<file path="src/rtl/fab_clk_lock_supervisor.sv">
// fab_clk_lock_supervisor: qualifies CCC lock into fabric reset/ready and tracks lock-loss events
module fab_clk_lock_supervisor #(
  parameter int LOCK_FILTER = 16,
  parameter int RST_HOLD = 32,
  parameter int LOSS_CNT_W = 8
) (
  input  logic                  FAB_CLK,
  input  logic                  FAB_RST,
  input  logic                  LOCK,
  input  logic                  BYPASS_LOCK,
  input  logic                  CLR_LOSS,
  output logic                  SYS_RST,
  output logic                  SYS_READY,
  output logic                  LOCK_LOST,
  output logic [LOSS_CNT_W-1:0] LOSS_COUNT,
  output logic [1:0]            STATE
);
  localparam int CW = $clog2(LOCK_FILTER > RST_HOLD ? LOCK_FILTER : RST_HOLD) + 1;
  typedef enum logic [1:0] {FILTER = 2'd0, HOLD = 2'd1, RUN = 2'd2, BAD = 2'd3} state_t;
  state_t state, state_n;
  logic [CW-1:0] cnt, cnt_n;
  logic [1:0] sync;
  logic lock_s, loss;
  assign lock_s = sync[1];
  assign SYS_RST = state != RUN;
  assign SYS_READY = ~SYS_RST;
  assign STATE = state;
  always_ff @(posedge FAB_CLK) begin
    if (FAB_RST) begin
      sync <= '0;
      state <= FILTER;
      cnt <= '0;
    end else begin
      sync <= {sync[0], LOCK | BYPASS_LOCK};
      state <= state_n;
      cnt <= cnt_n;
    end
  end
  always_comb begin
    state_n = state;
    cnt_n = cnt;
    loss = 1'b0;
    case (state)
      FILTER: begin
        cnt_n = lock_s ? cnt + 1'b1 : '0;
        if (lock_s && cnt == CW'(LOCK_FILTER - 1)) begin
          state_n = HOLD;
          cnt_n = '0;
        end
      end
      HOLD: begin
        cnt_n = cnt + 1'b1;
        if (!lock_s) begin
          state_n = FILTER;
          cnt_n = '0;
        end else if (cnt == CW'(RST_HOLD - 1)) begin
          state_n = RUN;
          cnt_n = '0;
        end
      end
      RUN: begin
        if (!lock_s) begin
          state_n = FILTER;
          cnt_n = '0;
          loss = 1'b1;
        end
      end
      default: begin
        state_n = FILTER;
        cnt_n = '0;
      end
    endcase
  end
  always_ff @(posedge FAB_CLK) begin
    if (FAB_RST) begin
      LOCK_LOST <= 1'b0;
      LOSS_COUNT <= '0;
    end else if (loss) begin
      LOCK_LOST <= 1'b1;
      LOSS_COUNT <= CLR_LOSS ? LOSS_CNT_W'(1) : (&LOSS_COUNT ? LOSS_COUNT : LOSS_COUNT + 1'b1);
    end else if (CLR_LOSS) begin
      LOCK_LOST <= 1'b0;
      LOSS_COUNT <= '0;
    end
  end
endmodule

</file>
<file path="config.mk">
export PLATFORM = sky130hd
export DESIGN_NAME = fab_clk_lock_supervisor
export DESIGN_NICKNAME = d
export VERILOG_FILES = /design/src/rtl/fab_clk_lock_supervisor.sv
export SDC_FILE = /design/constraint.sdc
export NUM_CORES = 1
export LEC_CHECK = 0
export ABC_CLOCK_PERIOD_IN_PS = 2150
export CAP_MARGIN = 40
export CORE_AREA = 2 2 47 49
export DETAILED_ROUTE_END_ITERATION = 8
export DIE_AREA = 0 0 49 51
export GPL_ROUTABILITY_DRIVEN = 0
export GPL_TIMING_DRIVEN = 0
export PLACE_DENSITY = 0.74
export SYNTH_ARGS = -nofsm -noshare
export SYNTH_HDL_FRONTEND = slang
export SYNTH_SLANG_ARGS = --single-unit
</file>
<file path="constraint.sdc">
create_clock -name FAB_CLK -period 2.15 [get_ports FAB_CLK]
set_clock_uncertainty 0.15 [all_clocks]
set_input_delay 0.3225 -clock FAB_CLK [delete_from_list [all_inputs] [get_ports FAB_CLK]]
set_output_delay 0.3225 -clock FAB_CLK [all_outputs]
set_load 0.005 [all_outputs]
</file>
---- After elaboration in Yosys (flattened, before gate mapping) ----
Cells that the tools add are included.
operators by class
  bitwise operators ....................... 2
  equality and inequality tests ........... 9
  muxes and demuxes ....................... 19
  reductions and logical operators ........ 6
  $add $sub $neg .......................... 2
operators by type and width
  operator                                              count
  two-way mux 8 bit                                     4
  two-way mux 6 bit                                     5
  case mux 6 bit (3 select lines)                       1
  adder 8 x 1 -> 8 bit (second input constant)          1
  two-way mux 2 bit                                     4
  != test 2 bit (second input constant)                 4
  AND reduction 8 bit                                   1
  adder 6 x 1 -> 6 bit (second input constant)          1
  equality test 6 x 4 -> 1 bit (second input constant)  1
  equality test 6 x 5 -> 1 bit (second input constant)  1
  case mux 2 bit (3 select lines)                       1
  two-way mux 1 bit                                     4
  != test 3 bit (second input constant)                 1
  AND reduction 3 bit                                   1
  equality test 2 x 1 -> 1 bit (second input constant)  1
  equality test 2 bit (second input constant)           1
  zero test 2 bit                                       1
  AND reduction 2 bit                                   1
  nonzero test 2 bit                                    1
  logical AND 1 bit                                     1
  NOT 1 bit                                             1
  OR 1 bit                                              1
storage, ports and cells
  input bits .............................. 5
  bits in registers ....................... 19
  output and inout port bits .............. 13
  logic and storage cells ................. 43

---- Longest topological paths before layout ----
Gate-level depths: netlist (run 1).
  depth in word-level cells ............... 4
  mapped depth ............................ 6
  mapped depth without buffers ............ 5

---- Worst setup path after synthesis (run 1) ----
OpenSTA, ideal clock, no wires.
  path type ............................... register to register
  from .................................... register state[1], in the netlist STATE[1]
  to ...................................... register LOSS_COUNT[7]
  path buffers ............................ 1
  clock period less this slack ............ 1.583 ns
  required time ........................... 1.884 ns
  setup slack ............................. 0.567 ns
  setup time .............................. 0.116 ns
  cell stages (with the launch flop) ...... 6
  arrival ................................. 1.317 ns
  cell sequence ........................... dfxtp_1 -> buf_4 -> or3b_4 -> nor2_4 -> a31oi_1 -> a41o_1
between the ends
  longest elaborated chain between the ends .. 4
  elaborated cells between the ends (all ways) .. 5
  those cells by class .................... eq/ne: 1; mux: 2; reduce/logical: 2
ends and longest elaborated chain
  element                        line  text
  from (decl)                    20    state_t state, state_n;
  from (signal assigned)         35    state <= state_n;
  equality test 2 bit *          43    case (state)
  two-way mux 1 bit *            43
  nonzero test 2 bit (no line)   --
  AND reduction 2 bit (no line)  --
  to (signal assigned)           80    LOSS_COUNT <= CLR_LOSS ? LOSS_CNT_W'(1) : (&LOSS_COUNT ? LOSS_COUNT : LOSS_COUNT + 1'b1);
  to (decl)                      15    output logic [LOSS_CNT_W-1:0] LOSS_COUNT,
Mark *: on every way between the ends. The rest lies on a longest branch, timed or not.
A chain may end at the register's enable or synchronous reset.

---- Final worst setup path (run 1) ----
  from .................................... register state[0], in the netlist STATE[0]
  to ...................................... output port SYS_READY
between the ends
  longest elaborated chain between the ends .. 2
ends and longest elaborated chain
  element        line  text
  != test 2 bit  25    assign SYS_RST = state != RUN;
  NOT 1 bit      26    assign SYS_READY = ~SYS_RST;
  to (decl)      13    output logic SYS_READY,
Every way passes these cells.

==> run_results.csv, run 1 <==
group,metric,value,unit
run_status,outcome,"finished clean",
critical_path,crit_family,"buffers and inverters",
yosys,syn_area_per_cell,8.522,µm²
sta,worst_pin_slew,0.3999,ns
pwr,power_frac_seq,0.633,
critical_path,path_cells,"nand2b_1 -> inv_1 -> clkdlybuf4s50_1",
die,die_w,49,µm
global_route,grt_overflow,0,
yosys,synth_mux_area_frac,0.02116,
pwr,power.density,478.4,nW/µm²
placement,dpl-instance-area,1151,µm²
die,std_cell_rows,17,
cts,ctsResizeCount,0,
cts,cts_made_buffers,3,
placement,portBuffers,17,
placement,place_inst,156,
yosys,synthTopCellsByArea,"dfxtp_1 (40%), nor2_1 (5.2%), a21oi_1 (4.8%), nand2_1 (4.8%), nand3_1 (3.7%)",
yosys,yosysTopAreaCell,"dfxtp_1",
yosys,synth_warnings,0,
cts,postCtsHoldBufs,0,
critical_path,worst_setup_path_start_kind,"flop",
cts,post-cts-setup-buffers,0,
critical_path,worstPathArrival,1.59,ns
cells_and_area,seqCellArea,380.4,µm²
cells_and_area,n_antenna_cell,0,
die,start_util,0.4585,
global_route,grt_max_degree,12,
route,drtPass1Iterations,4,
die,die_area,2499,µm²
global_route,grt_pass1_wl,3222,µm
sta,fmax,0.4853,GHz
cells_and_area,drive_gt1_frac,0.09091,
sta,fin_crit_sh,0.9584,
route,drc,0,
cts,clk_transition_reported_paths,0.11,ns
critical_path,worstPathMaxFanout,7,
yosys,ys_seq_area_frac,0.4021,
cells_and_area,design_area,1179,µm²
critical_path,path_class,"reg -> out",
cts,htree_levels,1,
cells_and_area,mostFrequentLayoutCells,"dfxtp_1 (19), clkdlybuf4s50_1 (17), nor2_1 (13)",
cells_and_area,final_cells,160,
pwr,p_leak,0.4299,nW
critical_path,required,1.68,ns
route,postRouteAntennaNets,0,
sta,setup_viol,0,
global_route,grt_pass1_vias,754,
die,io_pins,18,
pwr,power.internal,435.8,µW
route,avgRoutedWirePerCell,12.27,µm
yosys,synth_fa_ha_area_frac,0.02646,
yosys,synth_simple_gate_area_frac,0.3214,
cts,cts_root_buf,"clkbuf_4",
critical_path,max_stage_delay,0.51,ns
die,core,2063,µm²
pwr,p_sw,128.1,µW
cells_and_area,layout.nets,140,
cells_and_area,fillCellCount,196,
cts,clk_path_buf_depth,2,
route,drt_iter0_markers,15,
cts,cts_tree,"built",
sta,finalHoldViolations,0,
cts,cts.sinks,19,
sta,report.final.slew_viol_count,0,
yosys,synth_top_family_by_area,"simple AND/OR/NAND/NOR gates",
yosys,synthesis.nets,118,
route,wl,1963,µm
critical_path,crit_slowest_cell,"clkdlybuf4s50_1",
pwr,p_sw_frac,0.2272,
cts,clock_latency,0.30,ns
yosys,synthCells,111,
sta,min_period,2.061,ns
yosys,ys_seq_elements,19,
sta,rsz0062_at_grt,"no",
pwr,ir_worst_vdd,0.3156,mV
critical_path,end_kind,"primary output",
placement,dp_hpwl,1415,µm
sta,fin_setup_tns,0,ns
cells_and_area,final_common_cell,"dfxtp_1",
sta,relSlewSlack,0.7324,
yosys,synth_compound_area_frac,0.1997,
critical_path,path_buf_inv,2,
yosys,netlist_area,945.9,µm²
yosys,synth_top_cell_area_share,0.4021,
route,vias,892,
global_route,antenna_found_initial,0,
cells_and_area,syn_to_final_growth,24.60,%
route,via_per_inst,5.575,
worst_hold_path,hold_path_class,"reg -> reg",
pwr,power_frac_clock,0.326,
global_route,grt_util_all_layers,0.1664,
cells_and_area,multi_input_area,546.8,µm²
yosys,synth_cell_types,38,
run,cap_violations,0,
pwr,power_frac_comb,0.041,
yosys,synth_xor_area_frac,0.009259,
die,die_h,51,µm
flip-flops by register name (all words and copies together), names as in the netlist:
name,count
sync,2
LOSS_COUNT,8
cnt,6
LOCK_LOST,1
STATE,2
cell usage after synthesis (all sizes together):
cell     n
dfxtp   19
nor2    14
nand2   12
a21oi    9
nand3    7
nand2b   5
nor3     4
o21ai    4
a211oi   3
a31oi    3
a41oi    2
and3     2
ha       2
inv      2
mux2i    2
nand4    2
nor2b    2
or2      2
a22oi    1
a31o     1
a41o     1
and2     1
and4     1
and4b    1
buf      1
clkbuf   1
nand4b   1
o211a    1
o21a     1
o311ai   1
or3      1
or3b     1
xnor2    1
worst reg2reg max path: cells and delay by family (launching register included):
kind                   cells  cell delay (ns)
AO/OA/AOI/OAI              2             0.31
buffers and inverters      1             0.15
flip-flops                 1             0.34
AND/OR/NAND/NOR            2             0.62
routing by layer:
metal	track usage	up-vias	routed length [µm]
met2	0.2626	19	912
met3	0.02339	2	58
met5	0	-	0
li1	-	450	-
met4	0.1190	0	19
met1	0.2095	421	973
through the flow:
stage                     worst slack [ns]  utilization  hold slack [ns]  power [mW]
final                              0.08935       0.5713           0.3026      0.5639
after global routing              0.009995       0.5713           0.3313      0.5888
after CTS                          0.08004       0.5713           0.3092      0.5728
after detailed placement            0.2067       0.5579           0.2827      0.3880
after global placement              0.2027       0.5579           0.2669      0.3877
after floorplan                     0.5671            -           0.2638      0.3765
power by group through the flow:
| stage | Clock (mW) | Sequential [mW] | Combinational [mW] |
|---|---|---|---|
| floorplan | 0 | 0.365 | 0.0120 |
| global placement | 0 | 0.365 | 0.0228 |
| detailed placement | 0 | 0.365 | 0.0229 |
| CTS | 0.193 | 0.357 | 0.0231 |
| global route | 0.205 | 0.358 | 0.0259 |
| finish | 0.184 | 0.357 | 0.0230 |
final timing paths:
path / startpoint / to / slack, ns / depth (start not counted)
min reg2reg: sync[0]$_SDFF_PP0_ / sync[1]$_SDFF_PP0_ / 0.30 / 1
min: sync[0]$_SDFF_PP0_ / sync[1]$_SDFF_PP0_ / 0.30 / 1
max: STATE[0]$_SDFFE_PP0P_ / SYS_READY / 0.09 / 3
max reg2reg: STATE[1]$_SDFFE_PP0P_ / LOSS_COUNT[7]$_SDFFE_PP0P_ / 0.48 / 5
cell type report:
type,count,share of cell area
Multi-Input combinational cell,88,0.4639
Tap cell,28,0.02972
Buffer,2,0.009554
Clock inverter,1,0.004246
Clock buffer,3,0.01911
Inverter,2,0.006369
Sequential cell,19,0.3227
Timing Repair Buffer,17,0.1444
cell families after synthesis:
kind of cell / after synthesis
compound gates: 27
xor+xnor: 1
fa+ha+maj: 2
buf+inv: 4
flops: 19
mux: 2
simple gates: 56
No activity file was read; power rests on OpenSTA's default activity.
==> run 2, diff against run 1 <==
--- a/config.mk
+++ b/config.mk
@@ -7,12 +7,13 @@
 export LEC_CHECK = 0
 export ABC_CLOCK_PERIOD_IN_PS = 2150
 export CAP_MARGIN = 40
-export CORE_AREA = 2 2 47 49
+export CORE_AREA = 2 2 44 46
 export DETAILED_ROUTE_END_ITERATION = 8
-export DIE_AREA = 0 0 49 51
+export DIE_AREA = 0 0 46 48
+export DONT_BUFFER_PORTS = 1
 export GPL_ROUTABILITY_DRIVEN = 0
 export GPL_TIMING_DRIVEN = 0
-export PLACE_DENSITY = 0.74
+export PLACE_DENSITY = 0.7
 export SYNTH_ARGS = -nofsm -noshare
 export SYNTH_HDL_FRONTEND = slang
 export SYNTH_SLANG_ARGS = --single-unit
==> run_results.csv, run 2 (same netlist as run 1, synthesis figures left out) <==
group,metric,value,unit
placement,portBuffers,0,
critical_path,required,2.21,ns
cells_and_area,syn_to_final_growth,7.143,%
global_route,grt_max_degree,11,
sta,finalHoldViolations,0,
pwr,power.density,555.7,nW/µm²
sta,setup_viol,0,
sta,min_period,1.697,ns
die,start_util,0.5600,
cts,cts.sinks,19,
cells_and_area,reg_top3,"LOSS_COUNT (8), cnt (6)",
sta,fin_crit_sh,0.7893,
cts,postCtsHoldBufs,2,
global_route,grt_pass1_wl,2980,µm
critical_path,worstPathArrival,1.75,ns
die,die_w,46,µm
critical_path,crit_slowest_cell,"or3b_4",
sta,report.final.slew_viol_count,0,
die,die_area,2208,µm²
cts,clk_transition_reported_paths,0.11,ns
route,wl_met1,923,µm
cells_and_area,layout.nets,125,
route,drc,0,
sta,fin_setup_tns,0,ns
cells_and_area,drive_gt1_frac,0.09402,
cells_and_area,largest_reg_flops,8,
critical_path,path_cells,"buf_4 -> or3b_4 -> nor2_4 -> a31oi_1 -> a41o_1",
critical_path,worstPathMaxFanout,9,
run_status,outcome,"finished clean",
cts,cts_tree,"built",
cts,cts_root_buf,"clkbuf_4",
global_route,antenna_found_initial,0,
critical_path,worst_setup_path_start_kind,"flop",
pwr,ir_worst_vdd,0.3526,mV
cts,clk_path_buf_depth,2,
route,drtPass1Iterations,4,
route,via_per_inst,6.201,
pwr,p_leak,0.3761,nW
die,io_pins,18,
global_route,grt_pass1_vias,717,
route,top_layer,"met4",
worst_hold_path,hold_path_class,"in -> reg",
route,wl,1900,µm
cts,clock_latency,0.30,ns
cells_and_area,multi_input_area,546.8,µm²
sta,rsz0062_at_grt,"no",
run,cap_violations,0,
critical_path,path_class,"reg -> reg",
route,postRouteAntennaNets,0,
cts,cts_made_buffers,3,
global_route,grt_overflow,0,
cts,post-cts-setup-buffers,0,
die,std_cell_rows,15,
cells_and_area,final_common_cell,"dfxtp_1",
route,avgRoutedWirePerCell,14.18,µm
die,core,1689,µm²
critical_path,max_stage_delay,0.44,ns
route,wl_met3,99,µm
cells_and_area,seqCellArea,380.4,µm²
critical_path,end_kind,"flop",
cts,htree_levels,1,
sta,relSlewSlack,0.7377,
die,die_h,48,µm
cts,ctsResizeCount,0,
cells_and_area,n_antenna_cell,0,
route,drt_iter0_markers,15,
sta,worst_pin_slew,0.3934,ns
sta,fmax,0.5893,GHz
cells_and_area,fillCellCount,153,
pwr,finalPower,563.2,µW
route,dr_wl_met2,845,µm
placement,dp_hpwl,1407,µm
critical_path,path_buf_inv,1,
cells_and_area,mostFrequentLayoutCells,"dfxtp_1 (19), nor2_1 (13), nand2_1 (12)",
global_route,grt_util_all_layers,0.1927,
route,vias,831,
critical_path,r2r_slack,0.45,ns
critical_path,crit_family,"simple AND/OR/NAND/NOR gates",
cells_and_area,regMostFlops,"LOSS_COUNT",
## run 2: worst paths after layout
| path | cells after the start | to | startpoint |
|---|---|---|---|
| hold / removal | 2 | LOCK_LOST$_SDFFE_PP0P_ | CLR_LOSS |
| setup / recovery | 5 | LOSS_COUNT[7]$_SDFFE_PP0P_ | STATE[1]$_SDFFE_PP0P_ |
| hold reg to reg | 1 | sync[1]$_SDFF_PP0_ | sync[0]$_SDFF_PP0_ |
| setup reg to reg | 5 | LOSS_COUNT[7]$_SDFFE_PP0P_ | STATE[1]$_SDFFE_PP0P_ |
## run 2: cell type report
cell class / instances / share of cell area
Multi-Input combinational cell: 88 / 0.5395
Sequential cell: 19 / 0.3753
Clock buffer: 4 / 0.02593
Tap cell: 17 / 0.02099
Timing Repair Buffer: 2 / 0.01975
Buffer: 2 / 0.01111
Inverter: 2 / 0.007407
## run 2: through the flow
| step | instances | setup WS (ns) | cell area, µm² | hold slack [ns] | util |
|---|---|---|---|---|---|
| floorplan | 111 | 0.5671 | 945.9 | 0.2638 | - |
| global placement | 128 | 0.4837 | 967.2 | 0.2708 | 0.5726 |
| detailed placement | 128 | 0.4667 | 967.2 | 0.2851 | 0.5726 |
| CTS | 134 | 0.4481 | 1013 | 0.03165 | 0.6000 |
| global route | 134 | 0.3649 | 1013 | 0.02477 | 0.6000 |
| finish | 134 | 0.4530 | 1013 | 0.04386 | 0.6000 |
## run 2: power by group
part	switching [mW]	internal, mW
logic	0.0101	0.00769
registers	0.00225	0.355
clock network	0.116	0.0724
## run 2: layer usage
layer	vias up	global-route usage
met2	23	0.2778
met5	-	0
met3	4	0.05660
met4	0	0.1200
met1	382	0.2511
li1	422	-
